**config.mk**
```make
export PLATFORM = sky130hd
export DESIGN_NAME = ext_mem_arbiter
export DESIGN_NICKNAME = d
export VERILOG_FILES = /design/src/rtl/ext_mem_arbiter_pkg.sv /design/src/rtl/ext_mem_arbiter_mem_wait_cnt.sv /design/src/rtl/ext_mem_arbiter.sv
export SDC_FILE = /design/constraint.sdc
export NUM_CORES = 1
export LEC_CHECK = 0
export BUFFER_PORTS_ARGS = -buffer_cell sky130_fd_sc_hd__buf_4
export CORE_ASPECT_RATIO = 1.1
export CORE_MARGIN = 1.5
export CORE_UTILIZATION = 43
export DETAILED_ROUTE_END_ITERATION = 7
export PLACE_DENSITY = 0.77
export SLEW_MARGIN = 20
export SYNTH_ARGS = -nofsm -noshare
export SYNTH_HDL_FRONTEND = slang
export SYNTH_HIERARCHICAL = 1
export SYNTH_SLANG_ARGS = --single-unit
```
**constraint.sdc**
```tcl
create_clock -name clk_40ns -period 1.7 [get_ports clk_40ns]
set_input_delay 0.255 -clock clk_40ns [delete_from_list [all_inputs] [get_ports clk_40ns]]
set_output_delay 0.255 -clock clk_40ns [all_outputs]
set_load 0.03 [all_outputs]
```
**src/rtl/ext_mem_arbiter_pkg.sv**
```systemverilog
// ---------------------------------------------------------------------------
// ext_mem_arbiter_pkg
//   Shared definitions for the external PSRAM arbiter. It holds the 2-bit FSM
//   state encodings, the bus-owner encoding, the default wait-state counts, and
//   a helper that sizes the wait counter so both the access and turnaround
//   reloads fit.
// ---------------------------------------------------------------------------
package ext_mem_arbiter_pkg;

  localparam logic [1:0] ST_IDLE = 2'd0;
  localparam logic [1:0] ST_RD   = 2'd1;
  localparam logic [1:0] ST_WR   = 2'd2;
  localparam logic [1:0] ST_TURN = 2'd3;

  localparam logic OWN_VID = 1'b0;
  localparam logic OWN_LD  = 1'b1;

  localparam int DEF_ACCESS_CYCLES = 2;
  localparam int DEF_TURN_CYCLES   = 1;

  function automatic int cnt_width(input int access_cycles, input int turn_cycles);
    int m;
    m = (access_cycles > turn_cycles) ? access_cycles : turn_cycles;
    return (m < 2) ? 1 : $clog2(m + 1);
  endfunction

endpackage

```
**src/rtl/ext_mem_arbiter_mem_wait_cnt.sv**
```systemverilog
// ---------------------------------------------------------------------------
// mem_wait_cnt
//   This is a loadable down-counter that times the strobe windows. It stops at
//   zero and never wraps. Every state entry reloads it.
// Ports
//   clk_i       clock
//   rst_n_i     synchronous active-low reset (count -> 0)
//   load_i      load load_val_i this cycle (has priority over decrement)
//   load_val_i  reload value
//   zero_o      count is zero
// ---------------------------------------------------------------------------
module mem_wait_cnt #(
  parameter int W = 2
) (
  input  logic         clk_i,
  input  logic         rst_n_i,
  input  logic         load_i,
  input  logic [W-1:0] load_val_i,
  output logic         zero_o
);

  logic [W-1:0] cnt_q;
  logic [W-1:0] cnt_d;

  always_comb begin
    cnt_d = cnt_q;
    if (load_i) begin
      cnt_d = load_val_i;
    end else if (cnt_q != '0) begin
      cnt_d = cnt_q - W'(1);
    end
  end

  always_ff @(posedge clk_i) begin
    if (!rst_n_i) begin
      cnt_q <= '0;
    end else begin
      cnt_q <= cnt_d;
    end
  end

  assign zero_o = (cnt_q == '0);

endmodule

```
**src/rtl/ext_mem_arbiter.sv**
```systemverilog
// ---------------------------------------------------------------------------
// ext_mem_arbiter
//   This module owns the shared 16-bit async PSRAM bus. Video pixel-pair reads
//   have strict priority over the background loader, which may only start an
//   access while ld_window is high. Every pin-side output comes from a
//   register. Video reads can run back-to-back, with one word every
//   ACCESS_CYCLES. A write is followed by a turnaround that holds the data
//   drivers for one cycle after WE rises.
// Ports
//   clk_40ns, rst_n                 clock, synchronous active-low reset
//   vid_req/vid_addr -> vid_gnt     video request handshake
//   vid_valid/vid_rdata             video read data, one-cycle valid pulse
//   vid_late                        sticky: video was held off by the loader
//   ld_window, ld_req, ld_we,
//   ld_addr, ld_wdata -> ld_gnt     loader request handshake
//   ld_done/ld_rdata                loader completion pulse, read data
//   mem_adr, mem_db_i/o, mem_db_oe,
//   ram_cs_n/oe_n/we_n              PSRAM pins
// ---------------------------------------------------------------------------
module ext_mem_arbiter
  import ext_mem_arbiter_pkg::*;
#(
  parameter int ADDR_W        = 26,
  parameter int DATA_W        = 16,
  parameter int ACCESS_CYCLES = DEF_ACCESS_CYCLES,
  parameter int TURN_CYCLES   = DEF_TURN_CYCLES
) (
  input  logic              clk_40ns,
  input  logic              rst_n,
  input  logic              vid_req,
  input  logic [ADDR_W-1:0] vid_addr,
  output logic              vid_gnt,
  output logic              vid_valid,
  output logic [DATA_W-1:0] vid_rdata,
  output logic              vid_late,
  input  logic              ld_window,
  input  logic              ld_req,
  input  logic              ld_we,
  input  logic [ADDR_W-1:0] ld_addr,
  input  logic [DATA_W-1:0] ld_wdata,
  output logic              ld_gnt,
  output logic              ld_done,
  output logic [DATA_W-1:0] ld_rdata,
  output logic [ADDR_W-1:0] mem_adr,
  input  logic [DATA_W-1:0] mem_db_i,
  output logic [DATA_W-1:0] mem_db_o,
  output logic              mem_db_oe,
  output logic              ram_cs_n,
  output logic              ram_oe_n,
  output logic              ram_we_n
);

  localparam int CNT_W = cnt_width(ACCESS_CYCLES, TURN_CYCLES);
  localparam logic [CNT_W-1:0] ACC_LOAD  = CNT_W'(ACCESS_CYCLES - 1);
  localparam logic [CNT_W-1:0] TURN_LOAD = CNT_W'(TURN_CYCLES - 1);

  logic [1:0]        state_q, state_d;
  logic              owner_q, owner_d;
  logic [ADDR_W-1:0] adr_q, adr_d;
  logic [DATA_W-1:0] dbo_q, dbo_d;
  logic              dboe_q, dboe_d;
  logic              cs_n_q, cs_n_d;
  logic              oe_n_q, oe_n_d;
  logic              we_n_q, we_n_d;
  logic              vid_gnt_q, vid_gnt_d;
  logic              ld_gnt_q, ld_gnt_d;
  logic              vid_cap_q, vid_cap_d;
  logic              ld_cap_q, ld_cap_d;
  logic              vid_valid_q, vid_valid_d;
  logic              ld_done_q, ld_done_d;
  logic [DATA_W-1:0] vid_rdata_q, vid_rdata_d;
  logic [DATA_W-1:0] ld_rdata_q, ld_rdata_d;
  logic              vid_late_q, vid_late_d;

  logic              cnt_load;
  logic [CNT_W-1:0]  cnt_val;
  logic              cnt_zero;
  logic              turn_done;

  mem_wait_cnt #(.W(CNT_W)) u_wait_cnt (
    .clk_i      (clk_40ns),
    .rst_n_i    (rst_n),
    .load_i     (cnt_load),
    .load_val_i (cnt_val),
    .zero_o     (cnt_zero)
  );

  always_comb begin
    state_d     = state_q;
    owner_d     = owner_q;
    adr_d       = adr_q;
    dbo_d       = dbo_q;
    dboe_d      = dboe_q;
    cs_n_d      = cs_n_q;
    oe_n_d      = oe_n_q;
    we_n_d      = we_n_q;
    vid_gnt_d   = 1'b0;
    ld_gnt_d    = 1'b0;
    vid_cap_d   = 1'b0;
    ld_cap_d    = 1'b0;
    vid_rdata_d = vid_rdata_q;
    ld_rdata_d  = ld_rdata_q;
    cnt_load    = 1'b0;
    cnt_val     = ACC_LOAD;
    turn_done   = 1'b0;

    // Video is "late" whenever it asks while the loader holds the bus.
    vid_late_d = vid_late_q |
                 (vid_req & ((state_q == ST_WR) || (state_q == ST_TURN) ||
                             ((state_q == ST_RD) && (owner_q == OWN_LD))));

    case (state_q)
      ST_IDLE: begin
        if (vid_req) begin
          vid_gnt_d = 1'b1;
          owner_d   = OWN_VID;
          adr_d     = vid_addr;
          cs_n_d    = 1'b0;
          oe_n_d    = 1'b0;
          cnt_load  = 1'b1;
          state_d   = ST_RD;
        end else if (ld_req && ld_window) begin
          ld_gnt_d = 1'b1;
          owner_d  = OWN_LD;
          adr_d    = ld_addr;
          cs_n_d   = 1'b0;
          cnt_load = 1'b1;
          if (ld_we) begin
            we_n_d  = 1'b0;
            dboe_d  = 1'b1;
            dbo_d   = ld_wdata;
            state_d = ST_WR;
          end else begin
            oe_n_d  = 1'b0;
            state_d = ST_RD;
          end
        end
      end
      ST_RD: begin
        if (cnt_zero) begin
          if (owner_q == OWN_VID) begin
            vid_rdata_d = mem_db_i;
            vid_cap_d   = 1'b1;
          end else begin
            ld_rdata_d = mem_db_i;
            ld_cap_d   = 1'b1;
          end
          // Only video chains reads. CS/OE stay low and the next address goes out on the capture edge.
          if ((owner_q == OWN_VID) && vid_req) begin
            vid_gnt_d = 1'b1;
            adr_d     = vid_addr;
            cnt_load  = 1'b1;
          end else begin
            cs_n_d  = 1'b1;
            oe_n_d  = 1'b1;
            state_d = ST_IDLE;
          end
        end
      end
      ST_WR: begin
        if (cnt_zero) begin
          we_n_d   = 1'b1;
          cs_n_d   = 1'b1;
          cnt_load = 1'b1;
          cnt_val  = TURN_LOAD;
          state_d  = ST_TURN;
        end
      end
      ST_TURN: begin
        // Data stays driven for the first turnaround cycle (hold after WE rises), then it is released.
        dboe_d = 1'b0;
        if (cnt_zero) begin
          turn_done = 1'b1;
          state_d   = ST_IDLE;
        end
      end
      default: state_d = ST_IDLE;
    endcase

    vid_valid_d = vid_cap_q;
    ld_done_d   = ld_cap_q | turn_done;
  end

  always_ff @(posedge clk_40ns) begin
    if (!rst_n) begin
      state_q     <= ST_IDLE;
      owner_q     <= OWN_VID;
      adr_q       <= '0;
      dbo_q       <= '0;
      dboe_q      <= 1'b0;
      cs_n_q      <= 1'b1;
      oe_n_q      <= 1'b1;
      we_n_q      <= 1'b1;
      vid_gnt_q   <= 1'b0;
      ld_gnt_q    <= 1'b0;
      vid_cap_q   <= 1'b0;
      ld_cap_q    <= 1'b0;
      vid_valid_q <= 1'b0;
      ld_done_q   <= 1'b0;
      vid_rdata_q <= '0;
      ld_rdata_q  <= '0;
      vid_late_q  <= 1'b0;
    end else begin
      state_q     <= state_d;
      owner_q     <= owner_d;
      adr_q       <= adr_d;
      dbo_q       <= dbo_d;
      dboe_q      <= dboe_d;
      cs_n_q      <= cs_n_d;
      oe_n_q      <= oe_n_d;
      we_n_q      <= we_n_d;
      vid_gnt_q   <= vid_gnt_d;
      ld_gnt_q    <= ld_gnt_d;
      vid_cap_q   <= vid_cap_d;
      ld_cap_q    <= ld_cap_d;
      vid_valid_q <= vid_valid_d;
      ld_done_q   <= ld_done_d;
      vid_rdata_q <= vid_rdata_d;
      ld_rdata_q  <= ld_rdata_d;
      vid_late_q  <= vid_late_d;
    end
  end

  assign vid_gnt   = vid_gnt_q;
  assign vid_valid = vid_valid_q;
  assign vid_rdata = vid_rdata_q;
  assign vid_late  = vid_late_q;
  assign ld_gnt    = ld_gnt_q;
  assign ld_done   = ld_done_q;
  assign ld_rdata  = ld_rdata_q;
  assign mem_adr   = adr_q;
  assign mem_db_o  = dbo_q;
  assign mem_db_oe = dboe_q;
  assign ram_cs_n  = cs_n_q;
  assign ram_oe_n  = oe_n_q;
  assign ram_we_n  = we_n_q;

endmodule

```
# Word-level counts from Yosys, hierarchy flattened

Index checks and enable logic that the tools add are counted.

$add $sub $neg: 1
Equal/unequal tests: 13
Multiplexer cells: 48
Bitwise gates (word level): 7
Reduce and logical (&&, ||, !) cells: 26

Operators by type and width:

| kind                                                                  | count |
|---|---|
| 26-bit two-way mux                                                    | 4 |
| 26-bit one-hot mux with 2 select lines                                | 1 |
| 1-bit two-way mux                                                     | 27 |
| 5-bit AND reduction                                                   | 4 |
| 2-bit two-way mux                                                     | 9 |
| 2-bit != test, second input constant                                  | 7 |
| 4-bit AND reduction                                                   | 3 |
| 2-bit nonzero test                                                    | 6 |
| 3-bit AND reduction                                                   | 3 |
| 1-bit one-hot mux with 2 select lines                                 | 4 |
| 2-bit one-hot mux with 4 select lines                                 | 1 |
| 3-bit != test, second input constant                                  | 2 |
| 1-bit one-hot mux with 3 select lines                                 | 2 |
| 2-bit equality test, second input constant                            | 2 |
| 2-bit zero test                                                       | 2 |
| 1-bit NOT                                                             | 4 |
| 1-bit logical AND                                                     | 3 |
| 3-bit nonzero test                                                    | 1 |
| 3-bit OR reduction                                                    | 1 |
| 2-bit by 1-bit equality test with 1-bit output, second input constant | 1 |
| 1-bit logical OR                                                      | 2 |
| 2-bit by 1-bit != test with 1-bit output, second input constant       | 1 |
| 1-bit bitwise OR                                                      | 2 |
| 2-bit AND reduction                                                   | 1 |
| other kinds (2)                                                       | 2 |

Register bits: 90
Output and inout port bits: 83

# Longest topological paths before layout

Gate-level depths: netlist of run 1.

Word-level depth: 6
Mapped depth: 8
Mapped depth without buffers: 7

# Cells and area by module

The synthesis of run 1 kept the hierarchy.

By module, submodules not included:

| module          | times used | cells an instance | area an instance (sq um) | sequential area each (sq um) |
|---|---|---|---|---|
| ext_mem_arbiter | 1          | 446               | 3754.9                   | 1761.7 |
| mem_wait_cnt    | 1          | 13                | 123.9                    | 40.0 |

# Worst setup path after synthesis of run 1

No wires, ideal clock.

Kind: register -> register
From: register state_q[1]
To: register cs_n_q (netlist: ram_cs_n)
Setup time: 0.079 ns
Arrival time: 1.708 ns
Required time: 1.621 ns
Path slack: -0.087 ns
Stages on the path, launching flop included: 7
Buffers on the path: 1
Path through: dfxtp_1 > inv_1 > ha_1 > buf_2 > a32o_1 > or4_1 > o211ai_1

Word-level cells in the longest chain between the ends: 3
Elaborated cells between the ends (all ways): 10
Those cells by class: eq/ne: 6; mux: 1; reduce/logical: 3

RTL lines:

| what                                                                         | RTL line               | source |
|---|---|---|
| from (decl)                                                                  | ext_mem_arbiter.sv:57  | `logic [1:0] state_q, state_d;` |
| from (signal assigned)                                                       | ext_mem_arbiter.sv:204 | `state_q <= state_d;` |
| 2-bit by 1-bit equality test with 1-bit output, or another cell as far along | ext_mem_arbiter.sv:112 | `case (state_q)` |
| 2-bit != test (no source line), or another cell as far along                 | -                      |  |
| 5-bit AND reduction (no source line)                                         | -                      |  |
| to (signal assigned)                                                         | ext_mem_arbiter.sv:209 | `cs_n_q <= cs_n_d;` |
| to (decl)                                                                    | ext_mem_arbiter.sv:62  | `logic cs_n_q, cs_n_d;` |

Parallel ways exist; a longest one is shown, timed or not.
A chain may end at the register's enable or synchronous reset.

# Final worst setup path of run 1

From: register state_q[0]
To: register cs_n_q (netlist: ram_cs_n)

The elaborated chain is that of the path after synthesis.

==> reports/metrics.yaml, run 1 <==
grt_max_degree: 43
fillerInstances: 754
min_path_cells: 3
drive_gt1_frac: 0.371
skew_ns: 0.0118
routed_wl_um: 11100
cts_tree: "built"
vdd_drop_max_mv: 0.866
first_iter_violations: 146
nets: 734
yosysUniqueCellTypes: 41
numPortBuffers: 172
syn_inst: 459
antenna_cells: 0
syn_avg_cell_area_um2: 8.45
path_class: "reg2reg"
rows: 36
r2r_cells: 5
place.gp.congestion: 0.896
stdcell_count: 755
synthFlopType: "dfxtp_1"
seq_area_frac_synth: 0.465
chipWidth_um: 93.6
pre_cts_slack_ns: -0.0586
hold_path.class: "in2reg"
synth_common_cells: "128 x nand2_1, 90 x dfxtp_1, 38 x a21boi_0, 32 x nand3_1, 32 x o21ai_0"
max_cap_viol_count: 0
overflow: 0
crit_path_start_kind: "flop"
multi_input_area_mm2: 0.00196
drc: 0
hpwlAfterDp_um: 7750
synth_edf_count: 0
min_period_ns: 1.72
pin_count: 173
setup_viol: 1
grt_pass1_vias: 3730
start_util: 0.439
rsz0062_at_grt: "yes"
antenna_found_initial: 0
postSynth.asyncResetShare: 0
hold_viol: 0
post-synth-top-count-cell: "nand2_1"
clk_latency_ns: 0.36
via_per_inst: 5.21
slew_violations: 0
place_inst: 733
grt_pass1_wl_um: 17300
via_count: 3934
violations: "setup timing"
max_freq_ghz: 0.582
final_area_mm2: 0.00575
power_density_mw_per_mm2: 1470
final.setup.tns_ns: -0.0187
ant_nets: 0
arrival_ns: 1.99
p_leak_nw: 2.72
cts_made_buffers: 9
yosys_register_bits: 90
synth.cell_area_mm2: 0.00388
cts_sinks: 90
cp_max_fo: 4
crit_path_end_kind: "flop"
die_area_mm2: 0.00960
post_drt_wl_per_cell_um: 14.7
die_y_um: 103
fin_ws_ns: -0.0187
seqCellArea_mm2: 0.00181
crit_required_ns: 1.97
synthToLayoutAreaGrowth_pct: 48.2
cts-root-buf: "clkbuf_8"
clk_pin_slew_ns: 0.09
ys_warn_count: 6
clk_path_buf_depth: 2
yosysTopAreaCellShare: 0.465
synthesis.nets: 557
yosysTopAreaCell: "dfxtp_1"
dpl-instance-area_mm2: 0.00539
drt_first_pass_iters: 4
gr-usage-all-layers: 0.229
synth_area_leaders: "dfxtp_1 46%, nand2_1 12%, a21boi_0 7.4%"
core_area_mm2: 0.00883
status: "finished, violations left"
cts_htree_levels: 3
finalCritPeriodShare: 1.01
-- flip-flops by register name, summed over array words and instances, names as in the netlist, 2 cells and up --
| register | count |
|---|---|
| mem_adr | 26 |
| ld_rdata | 16 |
| mem_db_o | 16 |
| vid_rdata | 16 |
| state_q | 2 |
| u_wait_cnt/cnt_q | 2 |
-- placed cells by master (no fill, tap or decap), types with 4 or more instances in the layout --
cell type	netlist	final
a21boi_1	10	10
buf_12	0	5
clkbuf_8	0	9
dfxtp_1	90	87
a21oi_1	4	4
nor2_1	6	6
nand2_1	128	128
o21ai_0	32	30
inv_1	10	7
nand3_1	32	31
buf_4	5	193
inv_2	1	4
o211a_1	27	27
a21boi_0	38	38
ha_4	0	4
-- final cells by class --
cell class              count  area share
multi-input cells         323       0.341
flip-flops and latches     90       0.314
repair buffers            201       0.275
well taps                 114      0.0248
clock buffers              10      0.0222
clock inverters             6      0.0157
inverters                  11     0.00718
-- cells by family after synthesis --
logic type / count (synthesis) / share of synthesized area
AO/OA/AOI/OAI: 122 / 0.235
XOR/XNOR: 1 / 0.00226
adder cells (fa/ha/maj): 8 / 0.0258
buffers and inverters: 46 / 0.0548
flip-flops: 90 / 0.465
multiplexers: 2 / 0.00516
other: 1 / 0.000967
AND/OR/NAND/NOR: 189 / 0.212
-- critical path, stage by stage (launching register included) --
cell and delay (ns):
dfxtp_2 0.35, buf_6 0.12, ha_4 0.16, a32o_2 0.28
or4_4 0.49, o211ai_1 0.23
-- what timing repair did --
item / CTS / global route
setup buffers: 5 / 1
pin swaps: 4 / 3
setup endpoints to repair: 29 / 42
resized for setup: 15 / 10
hold buffers: 0 / 0
-- metrics by stage --
stage / hold WS [ns] / utilization / total power [W]
floorplan: 0.390 / - / 0.00512
global placement: 0.416 / 0.611 / 0.00642
detailed placement: 0.421 / 0.611 / 0.00652
CTS: 0.120 / 0.647 / 0.00836
global route: 0.133 / 0.651 / 0.00888
finish: 0.138 / 0.651 / 0.00842
-- power by group --
part	internal (W)	total, W	switching [W]	leakage (nW)
Clock	0.000834	0.00161	0.000773	0.107
Combinational	0.00176	0.00403	0.00227	1.87
Sequential	0.00254	0.00279	0.000248	0.736
Total	0.00514	0.00842	0.00329	2.72
-- per-layer routing --
metal  wire length, µm  GRT usage  up-vias
li1                  -          -     1908
met1              4510      0.275     1836
met2              5420      0.387      172
met3               964     0.0693       18
met4               203     0.0873        0
met5                 0          0        -
-- worst paths after layout --
check / slack [ns] / startpoint / endpoint
setup / recovery: -0.02 / state_q[0] / ram_cs_n
hold / removal: 0.14 / ld_wdata[8] / mem_db_o[8]
setup reg to reg: -0.02 / state_q[0] / ram_cs_n
hold reg to reg: 0.44 / vid_cap_q / vid_valid
No activity file was read; power rests on OpenSTA's default activity.
==> run 2: changes to the inputs <==
- SYNTH_HIERARCHICAL: 1 -> default
==> reports/metrics.yaml, run 2 <==
slew_violations: 0  # unchanged
hold_path.class: "in2reg"
p_int_w: 0.00502  # -2.2%
yosysUniqueCellTypes: 35  # -15%
vdd_drop_max_mv: 1.06  # +22%
met1_length_um: 4320  # -4.3%
power_density_mw_per_mm2: 1480  # +0.81%
chipWidth_um: 93.5  # about the same
cp_slowest_cell: "dfxtp_2"
synthToLayoutAreaGrowth_pct: 42.9
skew_ns: 0.00630  # -0.00553 ns
crit_buf_inv: 2  # +1
netSwitchingFraction: 0.386  # -0.00395
cts_made_buffers: 9  # unchanged
synth_common_cells: "130 x nand2_1, 90 x dfxtp_1, 46 x a21boi_0, 33 x o21ai_0"
postCtsSetupBuffers: 0  # -5
min_period_ns: 1.65  # -0.0654 ns
status: "finished clean"
via_count: 3694  # -6.1%
yosysTopAreaCellShare: 0.465  # about the same
p_leak_nw: 2.65  # -2.5%
yosys_register_bits: 90  # unchanged
rsz0062_at_grt: "yes"
synthFlopType: "dfxtp_1"
p_total_w: 0.00818  # -2.9%
antenna_cells: 0  # unchanged
worst_r2r_endpoint: "mem_adr[25]"
power_switching_w: 0.00316  # -3.9%
path_delay_family: "compound AO/OA/AOI/OAI gates"
max_slew_margin: 0.714
ys_warn_count: 0  # -6
grt_max_degree: 55  # +28%
min_to: "mem_db_o[13]"
seq_area_frac_synth: 0.465  # about the same
path_class: "reg2reg"
crit_required_ns: 1.94  # -0.03 ns
pre_cts_slack_ns: -0.0231  # +0.0355 ns
clk_pin_slew_ns: 0.08  # about the same
routed_wl_um: 10000  # -9.8%
dr_wl_met3_um: 895  # -7.2%
yosysTopAreaCell: "dfxtp_1"
synth_area_leaders: "dfxtp_1 46%, nand2_1 13%, a21boi_0 8.9%"
min_path_cells: 3  # unchanged
gr-usage-all-layers: 0.206  # -0.0230
nets: 712  # -3.0%
drive_gt1_frac: 0.337  # -0.0347
layout_commonest_cell: "buf_4"
hp-start: "ld_wdata[13]"
arrival_ns: 1.89  # -0.10 ns
final_cell_mix: "178 x buf_4, 130 x nand2_1, 88 x dfxtp_1, 46 x a21boi_0, 32 x o21ai_0"
pin_count: 173  # unchanged
grt_pass1_wl_um: 15500  # -11%
postSynth.asyncResetShare: 0  # unchanged
hpwlAfterDp_um: 7350  # -5.2%
crit_path_end_kind: "flop"
largest_register_ffs: 26  # unchanged
worstMarginPinSlew_ns: 0.429
cts_htree_levels: 3  # unchanged
post_drt_wl_per_cell_um: 13.6  # -7.4%
core_area_mm2: 0.00883  # unchanged
start_util: 0.439  # about the same
die_area_mm2: 0.00959  # about the same
cts_sinks: 90  # unchanged
power_frac_seq: 0.349  # +0.018
max_cap_viol_count: 0  # unchanged
clk_latency_ns: 0.35  # about the same
pwr-share-clk: 0.191  # about the same
die_y_um: 103  # about the same
route.top_layer_used: "met4"
setup_viol: 0  # -1
r2r-start: "state_q[1]"
r2r_setup_slack_ns: 0.05  # +0.07 ns
crit_path_start_kind: "flop"
first_iter_violations: 119  # -18%
r2r_cells: 6  # +1
cts-root-buf: "clkbuf_8"
clk_path_buf_depth: 2  # unchanged
power_frac_comb: 0.461  # -0.017
cts_tree: "built"
wl_met2_um: 4670  # -14%
post-synth-top-count-cell: "nand2_1"
cp_max_fo: 26  # +22
hold_viol: 0  # unchanged
antenna_found_initial: 0  # unchanged
synth.cell_area_mm2: 0.00387  # about the same
via_per_inst: 5.03  # -3.5%
syn_inst: 455  # -0.87%
synth_edf_count: 0  # unchanged
drt_first_pass_iters: 4  # unchanged
overflow: 0  # unchanged
numPortBuffers: 172  # unchanged
cpPeakStageDelay_ns: 0.36  # -0.13 ns
drc: 0  # unchanged
path_cells: "inv_1 -> ha_2 -> and3b_1 -> a32o_2 -> clkbuf_16 -> o211a_1"
max_freq_ghz: 0.605  # +4.0%
grt_pass1_vias: 3401  # -8.8%
syn_avg_cell_area_um2: 8.52  # +0.78%
place.gp.congestion: 0.871  # -2.8%
rows: 36  # unchanged
fin_ws_ns: 0.0467  # +0.0654 ns
synthesis.nets: 551  # -1.1%
ant_nets: 0  # unchanged
finalCritPeriodShare: 0.973  # -0.0385
-- run 2: repair_timing --
action	in CTS	in global routing
hold buffers	0	0
pin swaps	0	0
gates resized for setup	3	8
gates cloned	0	1
endpoints found under the setup margin	7	77
-- run 2: layer usage --
| layer | up-vias | global-route usage |
|---|---|---|
| met5 | - | 0 |
| li1 | 1868 | - |
| met4 | 0 | 0.112 |
| met2 | 158 | 0.334 |
| met1 | 1659 | 0.249 |
| met3 | 9 | 0.0560 |
-- run 2: tightest hold or removal path, delay by kind of cell --
family          cells  cell delay (ns)
simple gates        1             0.05
compound gates      1             0.05
buf+inv             1             0.11
-- run 2: cell type report --
| type | count | area (µm²) |
|---|---|---|
| Clock buffer | 14 | 153 |
| Clock inverter | 2 | 60.1 |
| Fill cell | 795 | 3290 |
| Inverter | 9 | 33.8 |
| Multi-Input combinational cell | 319 | 1840 |
| Sequential cell | 90 | 1800 |
| Tap cell | 114 | 143 |
| Timing Repair Buffer | 187 | 1510 |
-- run 2: worst max-delay path by stage --
stage	endpoint	cells after the start	startpoint	slack (ns)
final	mem_adr[25]	6	state_q[1]	0.05
after global routing	vid_rdata[13]	8	state_q[1]	-0.03
after CTS	ld_rdata[3]	7	state_q[1]	0.03
after detailed placement	ld_rdata[3]	8	state_q[1]	-0.02
after global placement	ram_cs_n	6	state_q[0]	0.05
after floorplan	ram_we_n	9	state_q[0]	0.08
-- run 2: cell families (layout without fill, tap and decap cells) --
group                      Yosys count  after routing  synth area share
AOI/OAI and AO/OA                  128            128             0.244
adders and majority gates            6              6            0.0194
DFF                                 90             90             0.465
muxes                                2              2           0.00517
and+or+nand+nor                    183            183             0.201
buffers and inverters               46            212            0.0646
-- run 2: stage by stage --
stage	hold slack, ns	instance area [µm²]	cells	utilization	TNS [ns]
2_1_floorplan	0.389	3870	455	-	0
3_3_place_gp	0.416	5270	718	0.597	0
3_5_place_dp	0.422	5270	718	0.597	-0.0231
4_1_cts	0.134	5490	734	0.622	0
5_1_grt	0.145	5540	735	0.627	-0.517
6_report	0.164	5540	735	0.627	0
-- run 2: power groups by stage --
| stage | Clock, W | Combinational [W] | Sequential (W) |
|---|---|---|---|
| finish | 0.00156 | 0.00377 | 0.00285 |
| global route | 0.00169 | 0.00408 | 0.00291 |
| CTS | 0.00161 | 0.00365 | 0.00285 |
| detailed placement | 0 | 0.00362 | 0.00288 |
| global placement | 0 | 0.00357 | 0.00287 |
| floorplan | 0 | 0.00169 | 0.00366 |
